**config.mk**
```make
export PLATFORM = sky130hd
export DESIGN_NAME = demux_1to4_buf
export DESIGN_NICKNAME = d
export VERILOG_FILES = /design/src/rtl/demux_1to4_buf.sv
export SDC_FILE = /design/constraint.sdc
export NUM_CORES = 1
export LEC_CHECK = 0
export BUFFER_PORTS_ARGS = -buffer_cell sky130_fd_sc_hd__buf_2
export CORE_MARGIN = 1
export CORE_UTILIZATION = 53
export CTS_CLUSTER_DIAMETER = 150
export DETAILED_ROUTE_END_ITERATION = 12
export PLACE_DENSITY = 0.83
export SKIP_CTS_REPAIR_TIMING = 1
export SLEW_MARGIN = 20
export SYNTH_ARGS = -nofsm -noshare
export SYNTH_HDL_FRONTEND = slang
export SYNTH_SLANG_ARGS = --single-unit
export TNS_END_PERCENT = 10
```
**constraint.sdc**
```tcl
create_clock -name clk -period 2.55 [get_ports clk]
set_input_delay 0.1275 -clock clk [delete_from_list [all_inputs] [get_ports clk]]
set_output_delay 0.1275 -clock clk [all_outputs]
set_load 0.05 [all_outputs]
```
**src/rtl/demux_1to4_buf.sv**
```systemverilog
// demux_1to4_buf: steers one valid/ready input stream to one of four
// output channels. Each channel owns a one-entry holding register, so the
// four consumers drain independently of each other.
//
// Ports:
//   clk        system clock, all state updates on the rising edge
//   rst        synchronous, active-high reset
//   in_data    input word (W bits)
//   in_valid   in_data is valid this cycle
//   in_ready   block accepts in_data this cycle (combinational)
//   s          channel select, used only on an accepted transfer
//   out_data   channel i word at bits [i*W +: W]
//   out_valid  channel i holding register is full
//   out_ready  consumer i takes its word this cycle
//   cur_sel    effective select currently in use (combinational)
//
// Build option:
//   DEMUX_AUTO_SEL_EN  when defined, s is ignored and an internal 2-bit
//                      round-robin pointer picks the channel, advancing on
//                      every accepted word.

module demux_1to4_buf #(
  parameter int unsigned W = 8
) (
  input  logic           clk,
  input  logic           rst,
  input  logic [W-1:0]   in_data,
  input  logic           in_valid,
  output logic           in_ready,
  input  logic [1:0]     s,
  output logic [4*W-1:0] out_data,
  output logic [3:0]     out_valid,
  input  logic [3:0]     out_ready,
  output logic [1:0]     cur_sel
);

  localparam int unsigned NCH = 4;

  typedef enum logic {
    EMPTY = 1'b0,
    FULL  = 1'b1
  } ch_state_e;

  ch_state_e    state_q [NCH];
  ch_state_e    state_d [NCH];
  logic [W-1:0] data_q  [NCH];
  logic [W-1:0] data_d  [NCH];

  logic [1:0]   sel;
  logic         accept;

`ifdef DEMUX_AUTO_SEL_EN
  // Round-robin pointer; blocks on a full channel because it only moves on accept.
  logic [1:0] ptr_q;
  logic [1:0] ptr_d;
  logic       unused_s;

  assign unused_s = ^s;
  assign sel      = ptr_q;

  always_comb begin
    ptr_d = ptr_q;
    if (accept) begin
      ptr_d = ptr_q + 2'd1;
    end
  end

  always_ff @(posedge clk) begin
    if (rst) begin
      ptr_q <= 2'd0;
    end else begin
      ptr_q <= ptr_d;
    end
  end
`else
  assign sel = s;
`endif

  assign cur_sel = sel;

  // A full selected channel can still take a word if it is popped this cycle.
  assign in_ready = ~rst & (~out_valid[sel] | out_ready[sel]);
  assign accept   = in_valid & in_ready;

  // Per-channel next state: load wins over pop, giving 1 word/cycle streaming.
  always_comb begin
    for (int i = 0; i < int'(NCH); i++) begin
      state_d[i] = state_q[i];
      data_d[i]  = data_q[i];
      if (accept && (sel == 2'(i))) begin
        data_d[i] = in_data;
      end
      case (state_q[i])
        EMPTY: begin
          if (accept && (sel == 2'(i))) begin
            state_d[i] = FULL;
          end
        end
        FULL: begin
          if (out_ready[i] && !(accept && (sel == 2'(i)))) begin
            state_d[i] = EMPTY;
          end
        end
        default: state_d[i] = EMPTY;
      endcase
    end
  end

  always_ff @(posedge clk) begin
    if (rst) begin
      for (int i = 0; i < int'(NCH); i++) begin
        state_q[i] <= EMPTY;
        data_q[i]  <= '0;
      end
    end else begin
      for (int i = 0; i < int'(NCH); i++) begin
        state_q[i] <= state_d[i];
        data_q[i]  <= data_d[i];
      end
    end
  end

  for (genvar g = 0; g < int'(NCH); g++) begin : g_out
    assign out_valid[g]          = (state_q[g] == FULL);
    assign out_data[g*W +: W]    = data_q[g];
  end

endmodule

```
==> results of run 1 <==
## routing by layer
layer / GRT usage / vias up
li1: - / 772
met4: 0.139 / 0
met3: 0.0670 / 12
met5: 0 / -
met1: 0.322 / 772
met2: 0.429 / 70
## placed cells by master, fill, tap and decap left out
cell type                    count
sky130_fd_sc_hd__a21oi_1        20
sky130_fd_sc_hd__and3b_1         1
sky130_fd_sc_hd__buf_2          55
sky130_fd_sc_hd__buf_4           1
sky130_fd_sc_hd__bufinv_16       1
sky130_fd_sc_hd__clkbuf_4        5
sky130_fd_sc_hd__clkinv_1        1
sky130_fd_sc_hd__clkinv_2        1
sky130_fd_sc_hd__clkinvlp_4      1
sky130_fd_sc_hd__dfxtp_1        36
sky130_fd_sc_hd__inv_1           1
sky130_fd_sc_hd__mux4_1          1
sky130_fd_sc_hd__nand2_1        16
sky130_fd_sc_hd__nand2b_1        4
sky130_fd_sc_hd__nand3_1         2
sky130_fd_sc_hd__nand3b_1        3
sky130_fd_sc_hd__nand4_1        32
sky130_fd_sc_hd__nor2_1          1
sky130_fd_sc_hd__nor2b_1         4
sky130_fd_sc_hd__nor3b_2         1
sky130_fd_sc_hd__o311ai_0       14
sky130_fd_sc_hd__o311ai_1        2
sky130_fd_sc_hd__o31ai_1        16
sky130_fd_sc_hd__or3b_1          1
## flip-flops by register name (all words and copies together), names as in the netlist
signal   flops
state_q      4
data_q      32
## kinds of logic after synthesis
| family | share of synthesized area |
|---|---|
| and+or+nand+nor | 0.226 |
| AOI/OAI and AO/OA | 0.216 |
| DFF | 0.433 |
| buffers and inverters | 0.109 |
| muxes | 0.0158 |
## metrics by stage
step	worst slack, ns	hold slack [ns]	util	instances	instance area [µm²]
5_1_grt	0.407	0.0445	0.663	262	1910
3_5_place_dp	0.697	0.424	0.635	254	1830
3_3_place_gp	0.866	0.425	0.635	254	1830
4_1_cts	0.539	0.0454	0.663	262	1910
2_1_floorplan	0.674	0.264	-	188	1670
6_report	0.520	0.0474	0.663	262	1910
## path summary, 6_finish.rpt
check	startpoint	end	slack, ns	cells after the start
setup / recovery	state_q[2]	in_ready	0.52	4
setup reg to reg	state_q[2]	data_q[0][21]	1.20	3
hold / removal	in_data[2]	data_q[0][2]	0.05	3
hold reg to reg	data_q[0][3]	data_q[0][3]	0.48	2
## worst reg2reg max path: stages (launching register included)
cell and delay, ns:
sky130_fd_sc_hd__dfxtp_1 0.37, sky130_fd_sc_hd__nor2b_1 0.54, sky130_fd_sc_hd__o31ai_1 0.17, sky130_fd_sc_hd__a21oi_1 0.20
## synth_stat cells, types with 3 or more instances
| library cell | instances |
|---|---|
| sky130_fd_sc_hd__a21oi_1 | 20 |
| sky130_fd_sc_hd__nand3b_1 | 3 |
| sky130_fd_sc_hd__nand2b_1 | 4 |
| sky130_fd_sc_hd__nor2b_1 | 4 |
| sky130_fd_sc_hd__buf_2 | 4 |
| sky130_fd_sc_hd__dfxtp_1 | 36 |
| sky130_fd_sc_hd__buf_4 | 6 |
| sky130_fd_sc_hd__nand4_1 | 32 |
| sky130_fd_sc_hd__nand2_1 | 16 |
| sky130_fd_sc_hd__clkbuf_1 | 17 |
| sky130_fd_sc_hd__o311ai_0 | 14 |
| sky130_fd_sc_hd__o31ai_1 | 16 |
## power groups by stage
stage / combinational (mW) / sequential (mW) / clock (mW)
floorplan: 0.0912 / 0.649 / 0
global placement: 0.176 / 0.599 / 0
detailed placement: 0.181 / 0.600 / 0
CTS: 0.181 / 0.587 / 0.410
global route: 0.192 / 0.589 / 0.433
finish: 0.183 / 0.587 / 0.406
## area by class of cell
cell class | count | area (µm²)
Sequential cell | 36 | 721
Fill cell | 246 | 970
Clock inverter | 3 | 42.5
Tap cell | 42 | 52.6
Clock buffer | 5 | 37.5
Timing Repair Buffer | 56 | 283
Multi-Input combinational cell | 118 | 763
Inverter | 2 | 7.51
==> flow_metrics.py, run 1 <==
metrics = {
    "outcome": {
        "run_status": "finished with violations",
        "violations": "DRC",
    },
    "clock_network": {
        "max-clock-path-buffers": 2,
        "htree_levels": 2,
        "tritoncts": "yes",
        "clock_sinks": 36,
        "cts_inserted_buffers": 5,
        "clk_latency_ns": 0.36,
        "cts.reportedPaths.clkPinSlew_ns": 0.12,
        "cts-root-buf": "sky130_fd_sc_hd__clkbuf_4",
    },
    "critical_path": {
        "setup.worst_path.class": "reg2out",
        "timing.critical_path.fanout_max": 9,
        "critical_path_required_ns": 2.42,
        "setup.worst_path.end_class": "output pin",
        "critPathTopFamily": "simple AND/OR/NAND/NOR gates",
        "worst_ep_arrival_time_ns": 1.90,
        "cp.buffers_inverters": 1,
        "timing.critical_path.slowest_cell_delay_ns": 0.54,
        "startpoint_kind_of_the_worst_setup_timing_path": "register",
        "worstPathCellList": "nor2b_1, mux4_1, nor2_1, buf_2",
        "cp_slowest_cell": "sky130_fd_sc_hd__nor2b_1",
    },
    "grt": {
        "track_usage": 0.264,
        "grt_max_degree": 38,
        "grt_antenna_before_repair": 0,
        "gr-total-overflow": 0,
        "grt_pass1_vias": 1512,
        "grt_first_pass_wirelength_um": 6740,
    },
    "synth": {
        "syn_inst": 188,
        "synth_async_sr_flop_share": 0,
        "avgSynthCellArea_um2": 8.86,
        "area_share_of_the_largest_cell_type_after_synthesis": 0.433,
        "synth.distinct_cells": 24,
        "ys.warnings.count": 0,
        "synth_top_cell_by_area": "sky130_fd_sc_hd__dfxtp_1",
        "synth-seq-cells": 36,
        "synth-edff-count": 0,
        "sequential_share_of_the_synthesized_area": 0.433,
        "syn_area_um2": 1670,
        "netlist_top_cells_area": "sky130_fd_sc_hd__dfxtp_1, sky130_fd_sc_hd__nand4_1, sky130_fd_sc_hd__o311ai_0",
        "postSynth.topFlopCell": "sky130_fd_sc_hd__dfxtp_1",
        "postSynthNetCount": 205,
    },
    "worst_hold_path": {
        "holdCritPathClass": "in2reg",
    },
    "pwr": {
        "combPwrFrac": 0.156,
        "max-vdd-ir-drop_v": 0.000397,
        "p_leak_nw": 0.841,
        "switching_share": 0.300,
        "switchingPower_uw": 353,
        "power.share.sequential": 0.499,
        "internal_power_uw": 824,
        "power.share.clock": 0.345,
        "power.density_nw_per_um2": 617,
        "post-layout-total-power_mw": 1.18,
    },
    "sta": {
        "final_layout_setup_total_negative_slack_ns": 0,
        "final_count_of_pins_violating_max_slew": 0,
        "worst-slew-pin-transition_ns": 0.869,
        "post-route-period-util": 0.796,
        "max_freq_mhz": 493,
        "grt_setup_unrepaired": "no",
        "hold_vio_cnt_final": 0,
        "finalWorstPathRequiredPeriod_ns": 2.03,
        "final_setup_violation_count": 0,
        "max-slew-margin-rel": 0.418,
        "clock_skew_ns": 0.0107,
    },
    "detailed_routing": {
        "wl_met2_um": 2170,
        "drc_errors": 3,
        "ant_nets": 0,
        "drt-pass1-iter-count": 9,
        "dr_wl_met3_um": 346,
        "first_iter_violations": 88,
        "route.final.wire_length_um": 4350,
        "detail_route.wl_per_cell_um": 16.6,
        "vias": 1626,
        "top_layer_used": "met4",
        "detailed_route_vias_per_instance": 6.21,
        "wirelength_met1_um": 1730,
    },
    "floorplan": {
        "std_cell_rows": 19,
        "initial_utilization": 0.579,
        "boundaryPins": 56,
        "die_area_um2": 3370,
        "core-area_um2": 2880,
        "die_width_um": 58.1,
        "die_height_um": 58.1,
    },
    "final_layout": {
        "antenna_diode_count": 0,
        "finish.net_count": 236,
        "area_delta_synth_final_pct": 14.5,
        "layout_cells_sized_above_1": 0.295,
    },
    "placed_design": {
        "gpl.final_weighted_congestion": 0.821,
        "final_hpwl_from_detailed_placement_um": 3000,
        "port-buffer-count": 55,
    },
    "flow_run": {
        "max-cap-violations": 0,
    },
}
No activity file was read; power rests on OpenSTA's default activity.
==> run 2, diff against run 1 <==
--- a/config.mk
+++ b/config.mk
@@ -5,12 +5,13 @@
 export SDC_FILE = /design/constraint.sdc
 export NUM_CORES = 1
 export LEC_CHECK = 0
+export ABC_AREA = 1
 export BUFFER_PORTS_ARGS = -buffer_cell sky130_fd_sc_hd__buf_2
 export CORE_MARGIN = 1
-export CORE_UTILIZATION = 53
+export CORE_UTILIZATION = 50
 export CTS_CLUSTER_DIAMETER = 150
 export DETAILED_ROUTE_END_ITERATION = 12
-export PLACE_DENSITY = 0.83
+export PLACE_DENSITY = 0.79
 export SKIP_CTS_REPAIR_TIMING = 1
 export SLEW_MARGIN = 20
 export SYNTH_ARGS = -nofsm -noshare
==> constraint.sdc (replaced) <==
create_clock -name clk -period 1.9 [get_ports clk]
set_input_delay 0.095 -clock clk [delete_from_list [all_inputs] [get_ports clk]]
set_output_delay 0.095 -clock clk [all_outputs]
set_load 0.05 [all_outputs]
==> run 2 against run 1 <==
The flow now finishes without violations. Clock power is 1% lower. Count of clock-buffer cells in the layout grew 2. Sequential cell count unchanged. Non-clock buffer count rose by 1. Wire length shrank 20%. Sequential share of layout area is 1.9 points lower. Combinational power is 53% higher. Via count fell by 5.1%. Critical path type unchanged. Critical endpoint unchanged. Largest cell class unchanged. Largest power group unchanged.
==> flow_metrics.py, run 2 <==
metrics = {
    "floorplan": {
        "std_cell_rows": 21,
        "core-area_um2": 3340,
        "die_height_um": 60.9,
        "die_width_um": 60.9,
        "boundaryPins": 56,
        "initial_utilization": 0.519,
        "die_area_um2": 3710,
    },
    "grt": {
        "grt_pass1_vias": 1304,
        "grt_antenna_before_repair": 0,
        "track_usage": 0.209,
        "grt_max_degree": 23,
        "grt_first_pass_wirelength_um": 5610,
        "gr-total-overflow": 0,
    },
    "synth": {
        "syn_inst": 252,
        "sequential_share_of_the_synthesized_area": 0.416,
        "area_share_of_the_largest_cell_type_after_synthesis": 0.416,
        "synth-edff-count": 0,
        "synth_top_cell_by_area": "sky130_fd_sc_hd__dfxtp_1",
        "syn_area_um2": 1730,
        "ys.warnings.count": 0,
        "avgSynthCellArea_um2": 6.88,
        "synth_commonest_cells": "sky130_fd_sc_hd__nand2_1, sky130_fd_sc_hd__nor2_1, sky130_fd_sc_hd__inv_1, sky130_fd_sc_hd__dfxtp_1, sky130_fd_sc_hd__buf_4",
        "synth_async_sr_flop_share": 0,
        "synthMostInstantiatedCell": "sky130_fd_sc_hd__nand2_1",
        "synth-seq-cells": 36,
        "postSynth.topFlopCell": "sky130_fd_sc_hd__dfxtp_1",
        "netlist_top_cells_area": "sky130_fd_sc_hd__dfxtp_1, sky130_fd_sc_hd__nand2_1, sky130_fd_sc_hd__nor2_1",
        "postSynthNetCount": 269,
        "synth.distinct_cells": 16,
    },
    "detailed_routing": {
        "drc_errors": 0,
        "detailed_route_vias_per_instance": 4.42,
        "ant_nets": 0,
        "vias": 1543,
        "first_iter_violations": 71,
        "drt-pass1-iter-count": 4,
        "detail_route.wl_per_cell_um": 10.0,
        "route.final.wire_length_um": 3500,
    },
    "critical_path": {
        "worst_r2r_path_depth": 8,
        "cp.buffers_inverters": 1,
        "worst_ep_arrival_time_ns": 1.37,
        "critPathLaunch": "state_q[2]",
        "setup.worst_path.end_class": "output pin",
        "setup.worst_path.class": "reg2out",
        "critical_path.reg2reg.startpoint": "state_q[2]",
        "critical_path_required_ns": 1.80,
        "critPathTopFamily": "flip-flops",
        "timing.critical_path.fanout_max": 3,
        "critical_path.reg2reg.endpoint": "data_q[0][28]",
        "startpoint_kind_of_the_worst_setup_timing_path": "register",
        "worstPathCellList": "nand2_1, nand2_1, nand2_1, nand2_2, a21oi_1, buf_2",
        "critical_path.most_common_cell": "sky130_fd_sc_hd__nand2_1",
        "cp_slowest_cell": "sky130_fd_sc_hd__dfxtp_1",
        "timing.critical_path.slowest_cell_delay_ns": 0.34,
        "critical_path_capture_point": "in_ready",
        "worst_reg2reg_setup_slack_ns": 0.60,
        "cp.depth": 6,
    },
    "sta": {
        "final_layout_setup_total_negative_slack_ns": 0,
        "finalWorstPathRequiredPeriod_ns": 1.46,
        "clock_skew_ns": 0.0180,
        "final_count_of_pins_violating_max_slew": 0,
        "max_freq_mhz": 684,
        "hold-worst-slack_ns": 0.0268,
        "grt_setup_unrepaired": "no",
        "final_setup_violation_count": 0,
        "hold_vio_cnt_final": 0,
        "post-route-period-util": 0.770,
        "max-slew-margin-rel": 0.763,
        "worst-slew-pin-transition_ns": 0.355,
    },
    "final_layout": {
        "antenna_diode_count": 0,
        "area_delta_synth_final_pct": 15.9,
        "layout.filler_cells": 337,
        "largest_register_ffs": 32,
        "final_cell_mix": "sky130_fd_sc_hd__nand2_1, sky130_fd_sc_hd__nor2_1, sky130_fd_sc_hd__buf_2, sky130_fd_sc_hd__inv_1, sky130_fd_sc_hd__dfxtp_1",
        "max_flop_register": "data_q",
        "finish.net_count": 319,
        "reg.largest.list": "data_q: 32 flops, state_q: 4 flops",
        "postLayoutCellArea_um2": 2010,
        "layout_cells_sized_above_1": 0.261,
        "mostFrequentLayoutCell": "sky130_fd_sc_hd__nand2_1",
    },
    "pwr": {
        "power.share.clock": 0.272,
        "combPwrFrac": 0.190,
        "switching_share": 0.323,
        "switchingPower_uw": 477,
        "max-vdd-ir-drop_v": 0.000457,
        "power.share.sequential": 0.538,
        "p_leak_nw": 1.19,
        "internal_power_uw": 998,
        "power.density_nw_per_um2": 735,
    },
    "placed_design": {
        "placement.cell_area_um2": 1940,
        "gpl.final_weighted_congestion": 0.823,
        "final_hpwl_from_detailed_placement_um": 2530,
        "port-buffer-count": 55,
    },
    "clock_network": {
        "cts.reportedPaths.clkPinSlew_ns": 0.10,
        "clk_latency_ns": 0.34,
        "cts-root-buf": "sky130_fd_sc_hd__clkbuf_4",
        "htree_levels": 2,
        "tritoncts": "yes",
        "max-clock-path-buffers": 2,
        "cts_inserted_buffers": 5,
        "clock_sinks": 36,
    },
    "worst_hold_path": {
        "holdCritPathClass": "in2reg",
        "timing.hold.worst_path_depth": 4,
        "hold_start": "out_ready[0]",
    },
    "flow_run": {
        "max-cap-violations": 0,
    },
    "outcome": {
        "run_status": "finished clean",
    },
}
-- run 2: cell types whose count changed after synthesis, sizes merged, moves of 16 or more --
cell | before | now
nand4 | 32 | 4
nor2 | 1 | 68
o31ai | 16 | 0
o311ai | 16 | 0
clkbuf | 17 | 0
nand2 | 16 | 82
inv | 1 | 40
-- run 2: worst min-delay path by stage --
| stage | to |
|---|---|
| global placement | state_q[3] |
| global route | state_q[0] |
| finish | state_q[0] |
| detailed placement | state_q[2] |
| floorplan | state_q[0] |
| CTS | state_q[0] |
-- run 2: cell families (layout without fill, tap and decap cells) --
logic type,Yosys count,in the layout,synth area share
buffers and inverters,54,105,0.161
AO/OA/AOI/OAI,5,5,0.0144
flip-flops,36,36,0.416
AND/OR/NAND/NOR,157,157,0.409
-- run 2: final cells by class --
cell class                      instances  area, µm²  share of cell area
Multi-Input combinational cell        162        733               0.365
Sequential cell                        36        721               0.359
Timing Repair Buffer                   57        293               0.146
Inverter                               40        150              0.0748
Tap cell                               46       57.6              0.0287
Clock buffer                            7       45.0              0.0224
Clock inverter                          1       8.76             0.00436
-- run 2: per-stage QoR --
step | cells | power [mW] | setup WS [ns] | utilization
after floorplan | 252 | 1.03 | 0.481 | -
after global placement | 340 | 1.09 | 0.577 | 0.583
after detailed placement | 340 | 1.09 | 0.555 | 0.583
after CTS | 348 | 1.48 | 0.426 | 0.599
after global routing | 349 | 1.56 | 0.331 | 0.602
final | 349 | 1.48 | 0.438 | 0.602
-- run 2: worst register-to-register path, stage by stage, from the launching register on --
cell                      delay [ns]
sky130_fd_sc_hd__dfxtp_1        0.34
sky130_fd_sc_hd__nand2_1        0.07
sky130_fd_sc_hd__nand2_1        0.04
sky130_fd_sc_hd__nand2_1        0.06
sky130_fd_sc_hd__nand2_2        0.08
sky130_fd_sc_hd__nand2_4        0.13
sky130_fd_sc_hd__nand4_4        0.24
sky130_fd_sc_hd__nor2_1         0.18
sky130_fd_sc_hd__nor2_1         0.06
-- run 2: power by group through the flow --
| stage | clock, mW | sequential (mW) | combinational (mW) |
|---|---|---|---|
| after floorplan | 0 | 0.896 | 0.130 |
| after global placement | 0 | 0.811 | 0.276 |
| after detailed placement | 0 | 0.812 | 0.279 |
| after CTS | 0.408 | 0.795 | 0.280 |
| after global routing | 0.452 | 0.799 | 0.305 |
| final | 0.401 | 0.794 | 0.280 |
-- run 2: per-layer routing --
metal / vias to the layer above / global-route usage / share of wire
li1: 823 / - / -
met1: 675 / 0.272 / 0.47
met2: 38 / 0.330 / 0.45
met3: 7 / 0.0746 / 0.059
met4: 0 / 0.0584 / 0.013
met5: - / 0 / 0
==> run 3, diff against run 2 <==
==> constraint.sdc (replaced) <==
create_clock -name clk -period 1.4 [get_ports clk]
set_input_delay 0.07 -clock clk [delete_from_list [all_inputs] [get_ports clk]]
set_output_delay 0.07 -clock clk [all_outputs]
set_load 0.05 [all_outputs]
==> run 3 against run 2 <==
The flow now finishes with violations (hold timing). Non-clock buffer count increased by 1. First-iteration DRC count increased by 1.4%. Die area unchanged. Power increased by 40%. Core utilization increased by 3.9 points. Global-route usage increased by 0.44 points. Via count increased by 6.5%. Sequential cell count unchanged. Wire length increased by 19%. Count of clock-buffer cells in the layout unchanged. Final area increased by 6.5%. Sequential share of layout area decreased by 2.1 points.
==> flow_metrics.py, run 3 (synthesized netlist as in run 2, its figures left out) <==
metrics = {
    "clock_network": {
        "clock_sinks": 36,
        "htree_levels": 2,
        "cts_inserted_buffers": 5,
        "max-clock-path-buffers": 2,
        "tritoncts": "yes",
        "cts-root-buf": "sky130_fd_sc_hd__clkbuf_4",
        "cts.reportedPaths.clkPinSlew_ns": 0.11,
        "clk_latency_ns": 0.35,
    },
    "grt": {
        "track_usage": 0.214,
        "grt_antenna_before_repair": 0,
        "grt_pass1_vias": 1224,
        "grt_first_pass_wirelength_um": 5650,
        "grt_max_degree": 28,
        "gr-total-overflow": 0,
    },
    "sta": {
        "hold-worst-slack_ns": -0.0266,
        "post-route-period-util": 0.985,
        "max-slew-margin-rel": 0.662,
        "max_freq_mhz": 725,
        "worst-slew-pin-transition_ns": 0.507,
        "final_setup_violation_count": 0,
        "clock_skew_ns": 0.00853,
        "finalWorstPathRequiredPeriod_ns": 1.38,
        "grt_setup_unrepaired": "yes",
        "final_count_of_pins_violating_max_slew": 0,
        "finalWorstSetupSlack_ns": 0.0216,
        "hold_vio_cnt_final": 1,
    },
    "critical_path": {
        "startpoint_kind_of_the_worst_setup_timing_path": "register",
        "setup.worst_path.end_class": "output pin",
        "critPathLaunch": "state_q[3]",
        "critical_path_required_ns": 1.33,
        "worst_ep_arrival_time_ns": 1.31,
        "setup.worst_path.class": "reg2out",
        "timing.critical_path.fanout_max": 3,
        "critical_path.reg2reg.startpoint": "state_q[3]",
    },
    "final_layout": {
        "mostFrequentLayoutCell": "sky130_fd_sc_hd__nand2_1",
        "area_delta_synth_final_pct": 23.4,
        "layout_cells_sized_above_1": 0.282,
        "final_cell_mix": "sky130_fd_sc_hd__nand2_1, sky130_fd_sc_hd__nor2_1, sky130_fd_sc_hd__buf_2, sky130_fd_sc_hd__inv_1, sky130_fd_sc_hd__dfxtp_1",
        "finalCoreUtilization": 0.641,
        "antenna_diode_count": 0,
        "reg.largest.list": "data_q: 32 flops, state_q: 4 flops",
        "max_flop_register": "data_q",
        "postLayoutCellArea_um2": 2140,
        "largest_register_ffs": 32,
        "finish.net_count": 325,
    },
    "placed_design": {
        "final_hpwl_from_detailed_placement_um": 2430,
        "port-buffer-count": 55,
        "place_ws_ns": 0.0607,
        "placement.cell_area_um2": 1940,
        "gpl.final_weighted_congestion": 0.831,
    },
    "detailed_routing": {
        "detail_route.wl_per_cell_um": 11.7,
        "drt-pass1-iter-count": 4,
        "ant_nets": 0,
        "first_iter_violations": 72,
        "detailed_route_vias_per_instance": 4.63,
        "drc_errors": 0,
        "vias": 1643,
        "route.final.wire_length_um": 4160,
    },
    "pwr": {
        "p_leak_nw": 1.20,
        "max-vdd-ir-drop_v": 0.000723,
        "power.density_nw_per_um2": 968,
        "post-layout-total-power_mw": 2.07,
    },
    "floorplan": {
        "die_width_um": 60.9,
        "die_height_um": 60.9,
        "initial_utilization": 0.519,
        "boundaryPins": 56,
        "core-area_um2": 3340,
        "std_cell_rows": 21,
        "die_area_um2": 3710,
    },
    "worst_hold_path": {
        "hold_start": "out_ready[1]",
        "holdCritPathClass": "in2reg",
    },
    "outcome": {
        "run_status": "finished with violations",
        "violations": "hold timing",
    },
    "flow_run": {
        "max-cap-violations": 0,
    },
}
[run 3: cell count changes in the layout (fill, tap and decap cells not counted), sizes merged]
cell and delta:
dlygate4sd3 +1, nand4 +5
[run 3: per-stage QoR]
step / instances / TNS, ns
after floorplan: 252 / 0
after global placement: 340 / 0
after detailed placement: 340 / 0
after CTS: 348 / -0.0663
final: 355 / 0
after global routing: 355 / -0.720
[run 3: final timing paths]
path | end | slack, ns | cells after the start
worst max register to register | data_q[0][4] | 0.06 | 9
worst max-delay path | in_ready | 0.02 | 6
worst min register to register | state_q[1] | 0.48 | 2
worst min-delay path | state_q[1] | -0.03 | 4
[run 3: layer usage]
layer	global-route usage	vias to the layer above	part of all wire	routed length [µm]
li1	-	861	-	-
met1	0.293	720	0.45	1850
met5	0	-	0	0
met3	0.0768	7	0.076	317
met4	0.0779	0	0.012	51
met2	0.309	55	0.47	1940
[run 3: area by class of cell]
| cell class | instances | area, µm² |
|---|---|---|
| fill | 306 | 1200 |
| multi-input combinational | 167 | 846 |
| sequential | 36 | 722 |
| timing repair buffer | 58 | 309 |
| inverter | 40 | 150 |
| tap | 46 | 57.6 |
| clock buffer | 7 | 45.0 |
| clock inverter | 1 | 8.76 |
[run 3: power by group]
part / switching (mW) / total [mW] / internal, mW
Combinational: 0.319 / 0.423 / 0.104
Sequential: 0.0175 / 1.08 / 1.06
Clock: 0.367 / 0.569 / 0.202
Total: 0.703 / 2.07 / 1.37
[run 3: critical path: stages (launching register included)]
cell and delay [ns]:
sky130_fd_sc_hd__dfxtp_1 0.34, sky130_fd_sc_hd__nand2_1 0.08, sky130_fd_sc_hd__nand2_1 0.05, sky130_fd_sc_hd__nand2_1 0.06
sky130_fd_sc_hd__nand2_2 0.10, sky130_fd_sc_hd__a21oi_2 0.16, sky130_fd_sc_hd__buf_6 0.17
